<file path="src/rtl/pc_gen_pkg.sv">
// -----------------------------------------------------------------------------
// pc_gen_pkg
// Shared definitions for the Ludi-V fetch program-counter logic:
//   - pc_state_e      : PC generator state encodings (2-bit)
//   - redirect_kind_e : which source produced the next-PC target
//   - is_checked_redirect() : true for redirects that are alignment-checked
//                             and that can be captured into the pending slot
// -----------------------------------------------------------------------------
package pc_gen_pkg;

    typedef enum logic [1:0] {
        PC_BOOT  = 2'd0,
        PC_RUN   = 2'd1,
        PC_HOLD  = 2'd2,
        PC_FAULT = 2'd3
    } pc_state_e;

    typedef enum logic [2:0] {
        KIND_SEQ  = 3'd0,
        KIND_BR   = 3'd1,
        KIND_JAL  = 3'd2,
        KIND_JALR = 3'd3,
        KIND_TRAP = 3'd4
    } redirect_kind_e;

    // BR/JAL/JALR are the instruction-driven redirects; traps and the
    // sequential step are never misaligned and are never parked in pending.
    function automatic logic is_checked_redirect(input redirect_kind_e kind);
        return (kind == KIND_BR) || (kind == KIND_JAL) || (kind == KIND_JALR);
    endfunction

endpackage

</file>
<file path="src/rtl/pc_gen_target.sv">
// -----------------------------------------------------------------------------
// pc_gen_target (module pc_target)
// Combinational next-PC selection for the fetch PC generator.
// Priority: trap > jalr > jal > taken branch > sequential.
// Ports:
//   pc           in   XLEN  current fetch address
//   branch/cond  in   1     conditional branch present / condition true
//   jal, jalr    in   1     unconditional jump kinds
//   imm          in   XLEN  sign-extended immediate
//   reg_base     in   XLEN  rs1 value for JALR
//   trap         in   1     trap redirect request
//   trap_vector  in   XLEN  trap handler address
//   target       out  XLEN  selected next PC (wraps modulo 2^XLEN)
//   kind         out  3     redirect_kind_e of the selected source
//   misaligned   out  1     target violates IALIGN (BR/JAL/JALR only)
// -----------------------------------------------------------------------------
module pc_target
    import pc_gen_pkg::*;
#(
    parameter int XLEN   = 64,
    parameter int IALIGN = 32,
    parameter int STEP   = 4
) (
    input  logic [XLEN-1:0] pc,
    input  logic            branch,
    input  logic            cond,
    input  logic            jal,
    input  logic            jalr,
    input  logic [XLEN-1:0] imm,
    input  logic [XLEN-1:0] reg_base,
    input  logic            trap,
    input  logic [XLEN-1:0] trap_vector,
    output logic [XLEN-1:0] target,
    output redirect_kind_e  kind,
    output logic            misaligned
);

    localparam logic [XLEN-1:0] STEP_X     = XLEN'(STEP);
    // 16-bit alignment only requires bit 0 clear; 32-bit requires bits [1:0].
    localparam logic [XLEN-1:0] ALIGN_MASK = (IALIGN == 16) ? XLEN'(1) : XLEN'(3);

    logic [XLEN-1:0] jalr_sum;

    assign jalr_sum = reg_base + imm;

    always_comb begin
        target = pc + STEP_X;
        kind   = KIND_SEQ;
        if (trap) begin
            target = {trap_vector[XLEN-1:2], 2'b00};
            kind   = KIND_TRAP;
        end else if (jalr) begin
            target = {jalr_sum[XLEN-1:1], 1'b0};
            kind   = KIND_JALR;
        end else if (jal) begin
            target = pc + imm;
            kind   = KIND_JAL;
        end else if (branch && cond) begin
            target = pc + imm;
            kind   = KIND_BR;
        end
    end

    assign misaligned = is_checked_redirect(kind) && ((target & ALIGN_MASK) != '0);

endmodule

</file>
<file path="src/rtl/pc_gen.sv">
// -----------------------------------------------------------------------------
// pc_gen
// Program-counter generator for the Ludi-V fetch stage. Issues fetch
// addresses, follows branch/JAL/JALR/trap redirects with one cycle of latency,
// parks a redirect that arrives while fetch is stalled, and freezes with a
// fault report when an instruction redirect target is misaligned.
// Ports:
//   i_Clock, i_Reset         clock / synchronous active-high reset
//   i_Ready                  fetch accepts o_PC this cycle
//   i_Branch, i_Cond         conditional branch and its outcome
//   i_Jal, i_Jalr            jump requests
//   i_Immediate, i_RegBase   target operands
//   i_Trap, i_TrapVector     trap redirect request and handler address
//   o_PC, o_Valid            fetch address and its valid flag (registered)
//   o_RetAddr                o_PC + STEP (combinational link value)
//   o_Misaligned, o_BadAddr  fault flag and offending target (registered)
// -----------------------------------------------------------------------------
module pc_gen
    import pc_gen_pkg::*;
#(
    parameter int              XLEN         = 64,
    parameter logic [XLEN-1:0] RESET_VECTOR = '0,
    parameter int              IALIGN       = 32,
    parameter int              STEP         = 4
) (
    input  logic            i_Clock,
    input  logic            i_Reset,
    input  logic            i_Ready,
    input  logic            i_Branch,
    input  logic            i_Cond,
    input  logic            i_Jal,
    input  logic            i_Jalr,
    input  logic [XLEN-1:0] i_Immediate,
    input  logic [XLEN-1:0] i_RegBase,
    input  logic            i_Trap,
    input  logic [XLEN-1:0] i_TrapVector,
    output logic [XLEN-1:0] o_PC,
    output logic            o_Valid,
    output logic [XLEN-1:0] o_RetAddr,
    output logic            o_Misaligned,
    output logic [XLEN-1:0] o_BadAddr
);

    localparam logic [XLEN-1:0] STEP_X = XLEN'(STEP);

    pc_state_e       state_q, state_d;
    logic [XLEN-1:0] pc_q, pc_d;
    logic [XLEN-1:0] pending_q, pending_d;
    logic [XLEN-1:0] bad_q, bad_d;
    logic            valid_q, valid_d;
    logic            mis_q, mis_d;

    logic [XLEN-1:0] target;
    redirect_kind_e  kind;
    logic            target_misaligned;

    pc_target #(
        .XLEN   (XLEN),
        .IALIGN (IALIGN),
        .STEP   (STEP)
    ) u_target (
        .pc          (pc_q),
        .branch      (i_Branch),
        .cond        (i_Cond),
        .jal         (i_Jal),
        .jalr        (i_Jalr),
        .imm         (i_Immediate),
        .reg_base    (i_RegBase),
        .trap        (i_Trap),
        .trap_vector (i_TrapVector),
        .target      (target),
        .kind        (kind),
        .misaligned  (target_misaligned)
    );

    always_ff @(posedge i_Clock) begin
        if (i_Reset) begin
            state_q   <= PC_BOOT;
            pc_q      <= RESET_VECTOR;
            pending_q <= '0;
            bad_q     <= '0;
            valid_q   <= 1'b0;
            mis_q     <= 1'b0;
        end else begin
            state_q   <= state_d;
            pc_q      <= pc_d;
            pending_q <= pending_d;
            bad_q     <= bad_d;
            valid_q   <= valid_d;
            mis_q     <= mis_d;
        end
    end

    always_comb begin
        state_d   = state_q;
        pc_d      = pc_q;
        pending_d = pending_q;
        bad_d     = bad_q;

        if (i_Trap) begin
            // A trap wins from every state and ignores back-pressure.
            pc_d      = target;
            pending_d = '0;
            bad_d     = '0;
            state_d   = PC_RUN;
        end else begin
            unique case (state_q)
                PC_BOOT: state_d = PC_RUN;
                PC_RUN: begin
                    if (target_misaligned) begin
                        // Fault is raised whether or not fetch is ready: a bad
                        // target must never reach o_PC or the pending slot.
                        state_d = PC_FAULT;
                        bad_d   = target;
                    end else if (i_Ready) begin
                        pc_d = target;
                    end else if (is_checked_redirect(kind)) begin
                        pending_d = target;
                        state_d   = PC_HOLD;
                    end
                end
                PC_HOLD: begin
                    // Redirect inputs are repeats of the same instruction here.
                    if (i_Ready) begin
                        pc_d      = pending_q;
                        pending_d = '0;
                        state_d   = PC_RUN;
                    end
                end
                PC_FAULT: ;
                default: state_d = PC_BOOT;
            endcase
        end

        valid_d = (state_d == PC_RUN) || (state_d == PC_HOLD);
        mis_d   = (state_d == PC_FAULT);
    end

    assign o_PC         = pc_q;
    assign o_Valid      = valid_q;
    assign o_Misaligned = mis_q;
    assign o_BadAddr    = bad_q;
    assign o_RetAddr    = pc_q + STEP_X;

endmodule
</file>
<file path="config.mk">
export PLATFORM = sky130hd
export DESIGN_NAME = pc_gen
export DESIGN_NICKNAME = d
export VERILOG_FILES = /design/src/rtl/pc_gen_pkg.sv /design/src/rtl/pc_gen_target.sv /design/src/rtl/pc_gen.sv
export SDC_FILE = /design/constraint.sdc
export NUM_CORES = 1
export LEC_CHECK = 0
export BUFFER_PORTS_ARGS = -buffer_cell sky130_fd_sc_hd__buf_2
export CAP_MARGIN = 20
export CORE_ASPECT_RATIO = 0.75
export CORE_MARGIN = 8
export CORE_UTILIZATION = 30
export DETAILED_ROUTE_END_ITERATION = 10
export HOLD_SLACK_MARGIN = 0.1
export SYNTH_ARGS = -nofsm -noshare
export SYNTH_HDL_FRONTEND = slang
export SYNTH_SLANG_ARGS = --single-unit
</file>
<file path="constraint.sdc">
create_clock -name i_Clock -period 11.7 [get_ports i_Clock]
set_clock_uncertainty 0.05 [all_clocks]
set_input_delay 2.34 -clock i_Clock [delete_from_list [all_inputs] [get_ports i_Clock]]
set_output_delay 2.34 -clock i_Clock [all_outputs]
set_load 0.02 [all_outputs]
</file>
### After elaboration in Yosys (flattened, before gate mapping)

Cells that the tools add are included.
W data, S select, Z words.

* memories: 0
* bits in registers: 196
* memory bits (writable): 0
* latch bits: 0
* bits in read-only memories: 0
* word-level logic and storage cells: 61
* output and inout bits: 194
* bits of input ports: 200

* divide/modulo/power cells: 0
* muxes and demuxes: 24
* add/subtract/negate cells: 3
* multiply operators: 0
* magnitude comparators: 0
* shift-type cells: 0
* reductions and logical operators: 13
* equality and inequality tests: 15
* bitwise logic cells: 0

Operators with widths (count)
* $mux W64: 12
* $pmux W64 S2: 2
* $add A64 B64 Y64: 2
* $add A64 B3 Y64 const B: 1
* $reduce_bool A64 Y1: 1
* $mux W2: 5
* $mux W3: 3
* $ne A3 B3 Y1 const B: 3
* $ne A2 B2 Y1 const B: 4
* $eq A2 B2 Y1 const B: 3
* $eq A3 B2 Y1 const B: 2
* $pmux W2 S3: 1
* $reduce_and A5 Y1: 1
* $eq A2 B1 Y1 const B: 2
* $reduce_and A4 Y1: 1
* $eq A3 B1 Y1 const B: 1
* $logic_or A1 B1 Y1: 3
* $reduce_bool A3 Y1: 1
* $logic_and A1 B1 Y1: 2
* $logic_not A2 Y1: 1
* $reduce_and A2 Y1: 1
* $reduce_bool A2 Y1: 1
* $reduce_or A2 Y1: 1
* $mux W1: 1

### Longest topological paths before layout

* depth in word-level cells: 15
* gate-level depth with buffers: 16
* depth with buffers taken out: 14

### Cells and area by module

From an unflattened synthesis, not the netlist that was laid out.

* cell total of the unflattened synthesis: 2722
* area total of the unflattened synthesis: 19019.5 µm²

Modules (own cells, without submodules)
* pc_target: times used 1, area each 10156.0 µm², seq. area each 0.0 µm², cells an instance 1574
* pc_gen: times used 1, area each 8863.5 µm², seq. area each 3923.8 µm², cells an instance 1148

### Worst setup path after synthesis

Ideal clock, no wire load.

* kind: input port to flip-flop
* start point: in i_Immediate[0]
* end point: reg bad_q[62], in the netlist o_BadAddr[62]
* stages: 14
* arrival: 5349 ps
* setup slack: 6231 ps
* library setup time: 70 ps
* required time: 11580 ps
* path buffers: 0
* cell sequence: ha_1 -> inv_1 -> fa_1 -> and2b_1 -> o2111ai_1 -> a211o_1 -> a211o_1 -> a21oi_2 -> a21oi_2 -> o41ai_1 -> mux2_1 -> a22oi_1 -> o21ai_1 -> o21ai_1

* longest elaborated chain between the ends: 8
* elaborated cells on any way between the ends: 9
* those cells by class: add/sub (2); mux (4); reduce/logical (3)

RTL lines
* start: declaration: line pc_gen.sv:33 `input logic [XLEN-1:0] i_Immediate,`
* $add A64 B64 Y64: line pc_gen_target.sv:56, pc_gen_target.sv:59
* $mux W64: line pc_gen_target.sv:58 `end else if (branch && cond) begin`
* $mux W64: line pc_gen_target.sv:55 `end else if (jal) begin`
* $mux W64 *: line pc_gen_target.sv:52 `end else if (jalr) begin`
* $mux W64 *: line pc_gen_target.sv:49 `if (trap) begin`
* $reduce_bool A64 Y1: line pc_gen_target.sv:64 `assign misaligned = is_checked_redirect(kind) && ((target & ALIGN_MASK) != '0);`
* $logic_and A1 B1 Y1: line pc_gen_target.sv:64
* $reduce_and A2 Y1 (no source line)
* end signal: assignment: line pc_gen.sv:81 `bad_q <= '0;`
* end signal: assignment: line pc_gen.sv:88 `bad_q <= bad_d;`
* end: declaration: line pc_gen.sv:49 `logic [XLEN-1:0] bad_q, bad_d;`

Every way passes the cells marked *; elsewhere a longest branch is shown, timed or not.
A chain may end at the register's enable or synchronous reset.

### Worst setup path in the final report

* start point: in i_Immediate[45]
* end point: reg pc_q[54], in the netlist o_PC[54]

* longest elaborated chain between the ends: 9
* elaborated cells on any way between the ends: 10
* those cells by class: add/sub (2); mux (8)

RTL lines
* $add A64 B64 Y64: line pc_gen_target.sv:56, pc_gen_target.sv:59
* $mux W64: line pc_gen_target.sv:58
* $mux W64: line pc_gen_target.sv:55
* $mux W64 *: line pc_gen_target.sv:52
* $mux W64 *: line pc_gen_target.sv:49
* $mux W64: line pc_gen.sv:115 `end else if (i_Ready) begin`
* $mux W64: line pc_gen.sv:110 `if (target_misaligned) begin`
* $pmux W64 S2: line pc_gen.sv:107 `unique case (state_q)`
* $mux W64 *: line pc_gen.sv:100 `if (i_Trap) begin`
* end signal: assignment: line pc_gen.sv:86 `pc_q <= pc_d;`
* end: declaration: line pc_gen.sv:47 `logic [XLEN-1:0] pc_q, pc_d;`

Every way passes the cells marked *; elsewhere a longest branch is shown, timed or not. The select of a mux whose other input is x is not followed.

==> report_table.html <==
<table>
<tr><th>Metric</th><th>Value</th></tr>
<tr><th colspan="2">Run status</th></tr>
<tr><td>Outcome</td><td>finished, final reports clean</td></tr>
<tr><th colspan="2">Timing</th></tr>
<tr><td>Post-route fraction of the period consumed by the critical path</td><td>54.0%</td></tr>
<tr><td>Post-layout min period</td><td>6.31 ns</td></tr>
<tr><td>Sum of negative setup slack</td><td>0 ns</td></tr>
<tr><td>Max-slew violation count</td><td>0</td></tr>
<tr><td>Top achievable clock speed</td><td>~160 MHz</td></tr>
<tr><td>Rel. slew slack</td><td>22.7%</td></tr>
<tr><td>Final number of hold-violating endpoints</td><td>0</td></tr>
<tr><td>Final Setup Violations</td><td>0</td></tr>
<tr><td>Unrepaired setup endpoints after global routing</td><td>no</td></tr>
<tr><td>Worst Tran Pin Value</td><td>1.15 ns</td></tr>
<tr><th colspan="2">Yosys</th></tr>
<tr><td>Number of synthesized register bits</td><td>just under 200</td></tr>
<tr><td>Cell count after synthesis</td><td>2556</td></tr>
<tr><td>Share of synthesized flip-flops with an asynchronous set or reset</td><td>0%</td></tr>
<tr><td>Post-synth EDFFs</td><td>0</td></tr>
<tr><td>Per-instance average area after synthesis</td><td>7.12 sq um</td></tr>
<tr><td>YS warnings</td><td>0</td></tr>
<tr><td>Number of distinct library cells after synthesis</td><td>~90</td></tr>
<tr><td>Most used flip-flop cell after synthesis</td><td>sky130_fd_sc_hd__dfxtp_1</td></tr>
<tr><td>Proportion of synthesized chip area in sequential cells</td><td>21.6%</td></tr>
<tr><td>Post-synthesis cell area</td><td>18200 sq um</td></tr>
<tr><td>Post-synthesis net count</td><td>2885</td></tr>
<tr><th colspan="2">Floorplanning</th></tr>
<tr><td>FP Rows</td><td>78</td></tr>
<tr><td>Starting utilization of the core area</td><td>30.2%</td></tr>
<tr><td>Number of I/O pins</td><td>between 300 and 400</td></tr>
<tr><td>Floorplan die width</td><td>300 microns</td></tr>
<tr><td>Area of the core region</td><td>60200 sq um</td></tr>
<tr><td>Die footprint</td><td>~70000 sq um</td></tr>
<tr><td>Die boundary height</td><td>between 200 and 250 microns</td></tr>
<tr><th colspan="2">Worst setup path</th></tr>
<tr><td>Data arrival at the endpoint of the critical path</td><td>6.60 ns</td></tr>
<tr><td>Worst path bufs/invs</td><td>1</td></tr>
<tr><td>Levels on crit path</td><td>11</td></tr>
<tr><td>Crit-path cells</td><td>buf_2 -&gt; ha_1 -&gt; nand4_1 -&gt; or3_1 -&gt; or4b_1 -&gt; a211oi_1 -&gt; o22a_1 -&gt; xor2_1 -&gt; a2111o_1 -&gt; o21ai_1 -&gt; a21oi_1</td></tr>
<tr><td>Worst endpoint required time</td><td>between 10 and 15 ns</td></tr>
<tr><td>Critical path's slowest cell</td><td>sky130_fd_sc_hd__a211oi_1</td></tr>
<tr><td>Worst path max stage delay</td><td>between 0.9 and 1 ns</td></tr>
<tr><td>CP Launch Type</td><td>primary input</td></tr>
<tr><td>Critical Path End Type</td><td>flop</td></tr>
<tr><td>Category of cells accounting for the largest share of critical-path delay</td><td>compound AO/OA/AOI/OAI gates</td></tr>
<tr><td>Worst setup path class</td><td>primary input to flop</td></tr>
<tr><td>Critical-path maximum fanout</td><td>10</td></tr>
<tr><td>Number of cell instances on the worst register-to-register path</td><td>14</td></tr>
<tr><th colspan="2">Pwr</th></tr>
<tr><td>Lkg Pwr</td><td>9.30 nW</td></tr>
<tr><td>Switching power summed over all nets</td><td>around 1.1 mW</td></tr>
<tr><td>Combinational group share of total power</td><td>46.0%</td></tr>
<tr><td>Net switching share of the total power</td><td>45.1%</td></tr>
<tr><td>Pwr/cell area</td><td>116 nW/um^2</td></tr>
<tr><td>Internal portion of total power</td><td>1.36 mW</td></tr>
<tr><td>Share of total power in sequential cells</td><td>31.1%</td></tr>
<tr><td>Clock power share</td><td>around 23%</td></tr>
<tr><td>Worst IR drop on VDD</td><td>between 100 and 150 uV</td></tr>
<tr><th colspan="2">GRT</th></tr>
<tr><td>Global router's overall resource usage</td><td>25.6%</td></tr>
<tr><td>Largest net degree at the start of global routing</td><td>74</td></tr>
<tr><td>Total overflow reported by the global router</td><td>0</td></tr>
<tr><td>Number of antenna violations at the first check in global routing</td><td>5</td></tr>
<tr><td>Global-route wire length before repair</td><td>135000 microns</td></tr>
<tr><td>Vias in the first global route</td><td>20100</td></tr>
<tr><th colspan="2">Drt</th></tr>
<tr><td>Starting DRC count in detailed routing</td><td>2333</td></tr>
<tr><td>Overall routed net length</td><td>92400 microns</td></tr>
<tr><td>Wire length per cell after detailed routing</td><td>25.4 microns</td></tr>
<tr><td>DR pass1 iterations</td><td>5</td></tr>
<tr><td>Via density per instance</td><td>5.80</td></tr>
<tr><td>Number of vias after detailed routing</td><td>21100</td></tr>
<tr><td>Remaining antenna violation count after routing</td><td>0</td></tr>
<tr><td>Total DRC errors in the routed layout</td><td>0</td></tr>
<tr><th colspan="2">Clock network</th></tr>
<tr><td>Root cell of the clock tree</td><td>sky130_fd_sc_hd__clkbuf_16</td></tr>
<tr><td>TritonCTS clock tree</td><td>yes</td></tr>
<tr><td>Total CTS buffers</td><td>17</td></tr>
<tr><td>Sinks on Clock Net</td><td>196</td></tr>
<tr><td>Hold buffer count at cts</td><td>0</td></tr>
<tr><td>Number of gates given a new drive strength after cts</td><td>0</td></tr>
<tr><td>Clk buf depth</td><td>2</td></tr>
<tr><td>Source-to-sink clock delay at the later pin of the worst-skew pair</td><td>0.45 ns</td></tr>
<tr><td>H-tree levels</td><td>4</td></tr>
<tr><td>Clock transition time at the flip-flop clock pins of the worst setup and hold paths</td><td>0.08 ns</td></tr>
<tr><td>Number of buffers inserted by post-CTS setup repair</td><td>0</td></tr>
<tr><th colspan="2">Finish</th></tr>
<tr><td>Fraction of layout instances using a drive strength above 1</td><td>17.7%</td></tr>
<tr><td>Layout-stage area growth over the synthesis result</td><td>17.0%</td></tr>
<tr><td>Summed area of non-filler cells in the final layout</td><td>21300 sq um</td></tr>
<tr><td>Net total in the final layout</td><td>3154</td></tr>
<tr><th colspan="2">Worst hold path</th></tr>
<tr><td>Worst hold path depth</td><td>2</td></tr>
<tr><td>Classification of the worst-slack hold path</td><td>flop to flop</td></tr>
<tr><th colspan="2">Placement</th></tr>
<tr><td>GPL Wtd Cong</td><td>0.963</td></tr>
<tr><td>Buffers added on ports</td><td>391</td></tr>
<tr><td>HPWL after DPL</td><td>75600 microns</td></tr>
<tr><td>Placed cell area</td><td>slightly above 20000 sq um</td></tr>
<tr><th colspan="2">Run</th></tr>
<tr><td>Maximum capacitance violations</td><td>0</td></tr>
</table>
-- cell type report --
type,instances,area [sq um]
fillers,6671,38900
multi-input cells,2138,13500
flip-flops and latches,196,3920
repair buffers,414,2130
well taps,800,1000
clock buffers,17,425
inverters,58,218
clock inverters,15,121
diodes,4,10.0
-- flip-flops by register name, summed over array words and instances, names as in the netlist --
register / count
o_Misaligned: 1
state_q: 2
o_BadAddr: 64
o_PC: 64
o_Valid: 1
pending_q: 64
-- stage by stage --
step / utilization, % / hold slack [ns] / setup WS, ns / std cells / power [mW]
finish: 35.4 / 0.402 / 5.39 / 3642 / 2.47
global route: 35.3 / 0.422 / 5.22 / 3638 / 2.59
CTS: 35.3 / 0.405 / 5.56 / 3638 / 2.45
detailed placement: 34.4 / 0.387 / 5.09 / 3606 / 1.89
global placement: 34.4 / 0.375 / 5.11 / 3606 / 1.90
floorplan: - / 0.363 / 6.23 / 2556 / 1.48
-- cells by family (layout without fill, tap and decap cells) --
group,count (synthesis),after routing,share of synthesized area [%]
other,0,4,0
flip-flops,196,196,21.6
XOR/XNOR,161,161,7.79
AND/OR/NAND/NOR,883,883,22.2
adder cells (fa/ha/maj),129,129,8.95
buffers and inverters,222,504,4.77
AO/OA/AOI/OAI,937,937,33.2
multiplexers,28,28,1.57
-- cell usage after synthesis, types with 16 or more instances --
master	n	share of area (%)
sky130_fd_sc_hd__ha_1	127	8.7
sky130_fd_sc_hd__nand3_1	66	1.8
sky130_fd_sc_hd__a22oi_1	23	0.95
sky130_fd_sc_hd__and3_1	18	0.62
sky130_fd_sc_hd__o21ai_0	159	4.4
sky130_fd_sc_hd__clkbuf_1	129	2.7
sky130_fd_sc_hd__inv_1	58	1.2
sky130_fd_sc_hd__a21oi_1	301	8.3
sky130_fd_sc_hd__xor2_1	58	2.8
sky130_fd_sc_hd__a211oi_1	61	2.5
sky130_fd_sc_hd__o21a_1	23	0.95
sky130_fd_sc_hd__nand4_1	63	2.2
sky130_fd_sc_hd__nor4_1	16	0.55
sky130_fd_sc_hd__o211ai_1	22	0.91
sky130_fd_sc_hd__a31oi_1	24	0.83
sky130_fd_sc_hd__xnor2_1	102	4.9
sky130_fd_sc_hd__nor2_1	234	4.8
sky130_fd_sc_hd__or3_1	18	0.62
sky130_fd_sc_hd__a21o_1	82	3.4
sky130_fd_sc_hd__mux2i_1	23	1.3
sky130_fd_sc_hd__o21bai_1	35	1.4
sky130_fd_sc_hd__and2_1	19	0.65
sky130_fd_sc_hd__o21ai_1	25	0.69
sky130_fd_sc_hd__nand2_1	349	7.2
sky130_fd_sc_hd__dfxtp_1	196	22
sky130_fd_sc_hd__a211o_1	18	0.87
sky130_fd_sc_hd__buf_2	18	0.50
sky130_fd_sc_hd__nor3_1	45	1.2
-- worst paths after layout --
kind                                 startpoint            end  slack (ns)
worst max-delay path            i_Immediate[45]       o_PC[54]        5.39
worst min-delay path              o_BadAddr[26]  o_BadAddr[26]        0.40
worst max register to register          o_PC[0]  pending_q[52]        6.99
worst min register to register    o_BadAddr[26]  o_BadAddr[26]        0.40
-- power groups by stage --
stage / clock network, mW / registers [mW] / logic (mW)
2_1_floorplan: 0 / 0.786 / 0.692
4_1_cts: 0.569 / 0.768 / 1.12
6_report: 0.566 / 0.770 / 1.14
3_5_place_dp: 0 / 0.783 / 1.11
5_1_grt: 0.596 / 0.773 / 1.22
3_3_place_gp: 0 / 0.783 / 1.11
-- per-layer routing --
metal	global-route usage, %	routed length (microns)	share of wire [%]	vias up
li1	-	-	-	9966
met1	32.8	38000	41	10100
met2	42.4	42500	46	982
met3	7.61	9820	11	104
met4	5.20	1990	2.2	4
met5	0	27	0.029	-
-- layout by cell type, fill, tap and decap left out, types with 22 or more instances in the layout --
master	instances
sky130_fd_sc_hd__nor2_1	231
sky130_fd_sc_hd__nand2_1	348
sky130_fd_sc_hd__o211ai_1	22
sky130_fd_sc_hd__a21oi_1	299
sky130_fd_sc_hd__a211oi_1	61
sky130_fd_sc_hd__buf_4	23
sky130_fd_sc_hd__o21ai_1	23
sky130_fd_sc_hd__dfxtp_1	196
sky130_fd_sc_hd__a21o_1	81
sky130_fd_sc_hd__inv_1	57
sky130_fd_sc_hd__nand3_1	66
sky130_fd_sc_hd__a31oi_1	24
sky130_fd_sc_hd__nand4_1	63
sky130_fd_sc_hd__a22oi_1	23
sky130_fd_sc_hd__o21a_1	23
sky130_fd_sc_hd__mux2i_1	23
sky130_fd_sc_hd__o21bai_1	35
sky130_fd_sc_hd__xor2_1	58
sky130_fd_sc_hd__nor3_1	45
sky130_fd_sc_hd__buf_2	391
sky130_fd_sc_hd__o21ai_0	159
sky130_fd_sc_hd__ha_1	127
sky130_fd_sc_hd__xnor2_1	102
-- worst min-delay path, cell delays in order, from the launching register on --
cell and delay [ns]:
sky130_fd_sc_hd__dfxtp_1 0.31, sky130_fd_sc_hd__nand2_1 0.05, sky130_fd_sc_hd__a21oi_1 0.05
No activity file was read; power rests on OpenSTA's default activity.
